$ cat src/rtl/pulse_period_meter.sv
// Pulse period meter: measures clk cycles between pulse events to recover a divider ratio N.
// Latency: one clock from the sampled event to registered period_out/valid_out/locked_out.
// Backpressure: none; valid_out is a one-cycle strobe and period_out holds between updates.
// Optional build macro PULSE_PERIOD_METER_EDGE_DETECT_EN: events are rising edges of pulse_in
// instead of every sampled high cycle.
module pulse_period_meter #(
    parameter int CNT_W      = 16,
    parameter int LOCK_COUNT = 4
) (
    input  logic             clk,
    input  logic             srst_n,
    input  logic             enable_in,
    input  logic             pulse_in,
    output logic [CNT_W-1:0] period_out,
    output logic             valid_out,
    output logic             locked_out,
    output logic             overflow_out
);

    typedef enum logic [1:0] {
        ST_IDLE  = 2'd0,
        ST_ARMED = 2'd1,
        ST_OVF   = 2'd2
    } state_t;

    localparam logic [CNT_W-1:0] CNT_MAX   = '1;
    localparam logic [3:0]       MATCH_TOP = 4'(LOCK_COUNT - 1);

    state_t           r_state;
    logic [CNT_W-1:0] r_cnt;
    logic [3:0]       r_match;
    logic             r_have_prev;
    logic [CNT_W-1:0] r_period;
    logic             r_valid;
    logic             r_locked;
    logic             r_ovf;

    state_t           w_state_nxt;
    logic [CNT_W-1:0] w_cnt_nxt;
    logic [3:0]       w_match_nxt;
    logic             w_have_prev_nxt;
    logic [CNT_W-1:0] w_period_nxt;
    logic             w_valid_nxt;
    logic             w_locked_nxt;
    logic             w_ovf_nxt;
    logic             w_event;

`ifdef PULSE_PERIOD_METER_EDGE_DETECT_EN
    logic r_pulse_q;

    // Previous pulse sample; resets high so a level held through reset is not an edge.
    always_ff @(posedge clk) begin
        if (!srst_n) begin
            r_pulse_q <= 1'b1;
        end else begin
            r_pulse_q <= pulse_in;
        end
    end

    assign w_event = pulse_in & ~r_pulse_q;
`else
    assign w_event = pulse_in;
`endif

    // Next-state and next-output logic; disable clears everything except period_out.
    always_comb begin
        w_state_nxt     = r_state;
        w_cnt_nxt       = r_cnt;
        w_match_nxt     = r_match;
        w_have_prev_nxt = r_have_prev;
        w_period_nxt    = r_period;
        w_valid_nxt     = 1'b0;
        w_locked_nxt    = r_locked;
        w_ovf_nxt       = r_ovf;

        if (!enable_in) begin
            w_state_nxt     = ST_IDLE;
            w_cnt_nxt       = '0;
            w_match_nxt     = '0;
            w_have_prev_nxt = 1'b0;
            w_locked_nxt    = 1'b0;
            w_ovf_nxt       = 1'b0;
        end else begin
            case (r_state)
                ST_IDLE: begin
                    if (w_event) begin
                        w_state_nxt = ST_ARMED;
                        w_cnt_nxt   = {{(CNT_W-1){1'b0}}, 1'b1};
                    end
                end
                ST_ARMED: begin
                    // An event in the saturation cycle wins over overflow.
                    if (w_event) begin
                        w_period_nxt    = r_cnt;
                        w_valid_nxt     = 1'b1;
                        w_cnt_nxt       = {{(CNT_W-1){1'b0}}, 1'b1};
                        w_have_prev_nxt = 1'b1;
                        if (r_have_prev && (r_cnt == r_period)) begin
                            w_match_nxt = (r_match == MATCH_TOP) ? r_match : r_match + 4'd1;
                        end else begin
                            w_match_nxt = 4'd0;
                        end
                        w_locked_nxt = (w_match_nxt == MATCH_TOP);
                    end else if (r_cnt == CNT_MAX) begin
                        w_state_nxt     = ST_OVF;
                        w_ovf_nxt       = 1'b1;
                        w_locked_nxt    = 1'b0;
                        w_match_nxt     = 4'd0;
                        w_have_prev_nxt = 1'b0;
                    end else begin
                        w_cnt_nxt = r_cnt + {{(CNT_W-1){1'b0}}, 1'b1};
                    end
                end
                ST_OVF: begin
                    // Re-arm only; the gap that overflowed is not a valid period.
                    if (w_event) begin
                        w_state_nxt = ST_ARMED;
                        w_cnt_nxt   = {{(CNT_W-1){1'b0}}, 1'b1};
                    end
                end
                default: begin
                    w_state_nxt = ST_IDLE;
                    w_cnt_nxt   = '0;
                end
            endcase
        end
    end

    // State and output registers; reset overrides every other input.
    always_ff @(posedge clk) begin
        if (!srst_n) begin
            r_state     <= ST_IDLE;
            r_cnt       <= '0;
            r_match     <= '0;
            r_have_prev <= 1'b0;
            r_period    <= '0;
            r_valid     <= 1'b0;
            r_locked    <= 1'b0;
            r_ovf       <= 1'b0;
        end else begin
            r_state     <= w_state_nxt;
            r_cnt       <= w_cnt_nxt;
            r_match     <= w_match_nxt;
            r_have_prev <= w_have_prev_nxt;
            r_period    <= w_period_nxt;
            r_valid     <= w_valid_nxt;
            r_locked    <= w_locked_nxt;
            r_ovf       <= w_ovf_nxt;
        end
    end

    assign period_out   = r_period;
    assign valid_out    = r_valid;
    assign locked_out   = r_locked;
    assign overflow_out = r_ovf;

endmodule

$ cat config.mk
export PLATFORM = sky130hd
export DESIGN_NAME = pulse_period_meter
export DESIGN_NICKNAME = d
export VERILOG_FILES = /design/src/rtl/pulse_period_meter.sv
export SDC_FILE = /design/constraint.sdc
export NUM_CORES = 1
export LEC_CHECK = 0
export CORE_MARGIN = 10
export CORE_UTILIZATION = 55
export DETAILED_ROUTE_END_ITERATION = 7
export HOLD_SLACK_MARGIN = 0.03
export PLACE_DENSITY = 0.78
export SETUP_SLACK_MARGIN = 0.5
export SLEW_MARGIN = 20
export SYNTH_ARGS = -nofsm -noshare
export SYNTH_HDL_FRONTEND = slang
export SYNTH_SLANG_ARGS = --single-unit
$ cat constraint.sdc
create_clock -name clk -period 2.9 [get_ports clk]
set_input_delay 0.29 -clock clk [delete_from_list [all_inputs] [get_ports clk]]
set_output_delay 0.29 -clock clk [all_outputs]
set_load 0.1 [all_outputs]
==> impl_metrics.toml <==
[floorplanning]
io_pins = 23
start_util = 0.575
dieHeight_um = 82.4
die_w_um = 82.4
dieArea_um2 = 6780
core_um2 = 3720
rows = 22

[routing]
wl_um = 4890
drtAntennaViolNets = 0
drc_errors = 0
dr.first_iter.drc_count = 168
vias = 1819
drtPass1Iterations = 4
via_per_inst = 5.65
routedWlPerCell_um = 15.2

[synth]
synth_area_per_cell_um2 = 8.35
synth_edf_count = 0
synth_top_area_cell = "dfxtp_1"
syn_nets = 262
synth.distinct_cells = 43
yosysSeqAreaShare = 0.393
yosysWarnings = 0
synth_area_leaders = "dfxtp_1 (39%), xnor2_1 (8.2%), nand2_1 (7.9%)"
async_flop_share = 0
synth_top_area_share = 0.393
synth_area_um2 = 2140
ys_ff_latch = 42
synth_top_flop_cell = "dfxtp_1"
postSynthCellCount = 256

[placed_design]
hpwl_um = 3600
pre_cts_slack_ps = 652
routabilityCongestion = 0.874
port_buffers = 22

[global_routing]
grt_start_max_net_pins = 18
grt_pass1_wl_um = 8000
grt_overflow = 0
grt_pass1_vias = 1705
grt_usage = 0.149
antenna_found_initial = 0

[pwr]
leakage_nw = 0.809
max-vdd-ir-drop_mv = 0.292
power.density_nw_per_um2 = 442

[worst_setup_path]
critPathCaptureType = "flop"
r2r_cells = 6
crit_fanout = 13
cp-start-kind = "flop"
crit_arrival_ps = 2220
path_cells = "ha_1 -> nand3b_1 -> or4_4 -> o21ai_2 -> or3_1 -> a21oi_1"
slowest_delay_ps = 450
critical_path.top_delay_family = "simple AND/OR/NAND/NOR gates"
cp.depth = 6
required_ps = 3050
cp_num_buf_inv = 0
criticalPathCategory = "flop to flop"
slowest_stage = "dfxtp_1"

[timing]
fmax_mhz = 484
finalSetupViolations = 0
clock_skew_ps = 6.47
period_needed_ps = 2070
hold_violations = 0
slew_headroom = 0.565
setup_tns_ps = 0
final.setup.worst_slack_ps = 834
rsz0062_at_grt = "false"
worst_slew_pin_slew_ps = 650
maxSlewViolCount = 0
period_share = 0.712

[clocking]
clock_insertion_delay_worst_skew_ps = 290
clockBufferDepth = 2
cts_setup_buffers = 0
tritoncts = "done"
htreeDepth = 2
path_clk_slew_ps = 80
cts_resized = 0
numClockSinks = 42
cts_hold_buffers = 0
cts_made_buffers = 5
cts_root_buffer = "clkbuf_8"

[layout]
fin_nets = 279
final_util = 0.656
fillCellCount = 332
multiInputGateArea_um2 = 1210
antennaDiodeCount = 0
syn_to_final_growth_pct = 13.9
register_area_um2 = 841
drive_above_1_share = 0.142

[run_status]
status = "completed"

[worst_hold_path]
hold_path_depth = 2
worst_hold_path_type = "flop to flop"

[flow_run]
max_cap_violations = 0
==> per-stage QoR <==
| stage | hold WS, ps | total power, mW | instances | area [µm²] |
|---|---|---|---|---|
| after floorplan | 437 | 0.622 | 256 | 2140 |
| after global placement | 440 | 0.638 | 314 | 2330 |
| after detailed placement | 444 | 0.638 | 314 | 2330 |
| after CTS | 458 | 1.08 | 322 | 2440 |
| after global routing | 480 | 1.11 | 322 | 2440 |
| final | 454 | 1.08 | 322 | 2440 |
==> final cells by class <==
type	instances	share of cell area
clock buffer	5	0.0282
clock inverter	3	0.0164
inverter	4	0.00616
multi-input combinational	194	0.496
sequential	42	0.345
tap	48	0.0247
timing repair buffer	26	0.0832
==> power by group <==
group	leakage [nW]	internal (mW)	switching [mW]	total, mW
logic	0.412	0.0157	0.0264	0.0421
registers	0.339	0.578	0.00413	0.583
clock network	0.0579	0.253	0.198	0.452
==> Yosys cell counts (all sizes together), types with 2 or more instances <==
library cell  count
clkbuf            7
xor2              2
o22ai             2
a21oi            16
inv               4
nand4            10
ha                2
xnor2            20
dfxtp            42
o31ai             4
o21ai             8
or3               6
buf               9
nand3b            3
nor3              2
and3              2
nor2b             5
nand2b            3
and2              3
a21boi           16
or4               4
nand3            13
a32oi             2
a31oi             5
nand2            45
nor4              3
nor2             10
==> worst register-to-register path, cell delays in order, from the launching register on <==
cell      delay [ps]
dfxtp_1          450
ha_1             290
nand3b_1          90
or4_4            430
o21ai_2          420
or3_1            190
a21oi_1           60
==> layer usage <==
layer  GRT usage  wire, µm  vias up  part of all wire
li1            -         -      933                 -
met1       0.203      2390      854              0.49
met2       0.228      2250       30              0.46
met3      0.0356       225        2             0.046
met4      0.0459        22        0            0.0045
met5           0         0        -                 0
==> path summary, 6_finish.rpt <==
kind,startpoint,end,slack [ps]
min,overflow_out$_SDFFE_PN0P_,overflow_out$_SDFFE_PN0P_,450
max,r_cnt[1]$_SDFFE_PN0P_,r_cnt[13]$_SDFFE_PN0P_,830
min reg2reg,overflow_out$_SDFFE_PN0P_,overflow_out$_SDFFE_PN0P_,450
max reg2reg,r_cnt[1]$_SDFFE_PN0P_,r_cnt[13]$_SDFFE_PN0P_,830
==> sequential cells by signal, summed over array words and instances, names as in the netlist <==
register,count
period_out,16
r_cnt,16
r_match,4
r_state,2
locked_out,1
overflow_out,1
r_have_prev,1
valid_out,1
==> cells in the final DEF, fill, tap and decap left out, types with 6 or more instances in the layout <==
| master | n |
|---|---|
| dfxtp_1 | 42 |
| nand2_1 | 45 |
| buf_4 | 23 |
| o21ai_1 | 6 |
| nand3_1 | 13 |
| or3_1 | 6 |
| xnor2_1 | 20 |
| a21oi_1 | 16 |
| a21boi_0 | 16 |
| nor2_1 | 10 |
| nand4_1 | 8 |
==> logic make-up after synthesis <==
family / count (synthesis) / share of synthesized area
fa+ha+maj: 2 / 0.0117
buf+inv: 20 / 0.0415
flops: 42 / 0.393
xor+xnor: 22 / 0.0901
compound gates: 58 / 0.180
simple gates: 112 / 0.284
Power figures use the tool's default switching activity.
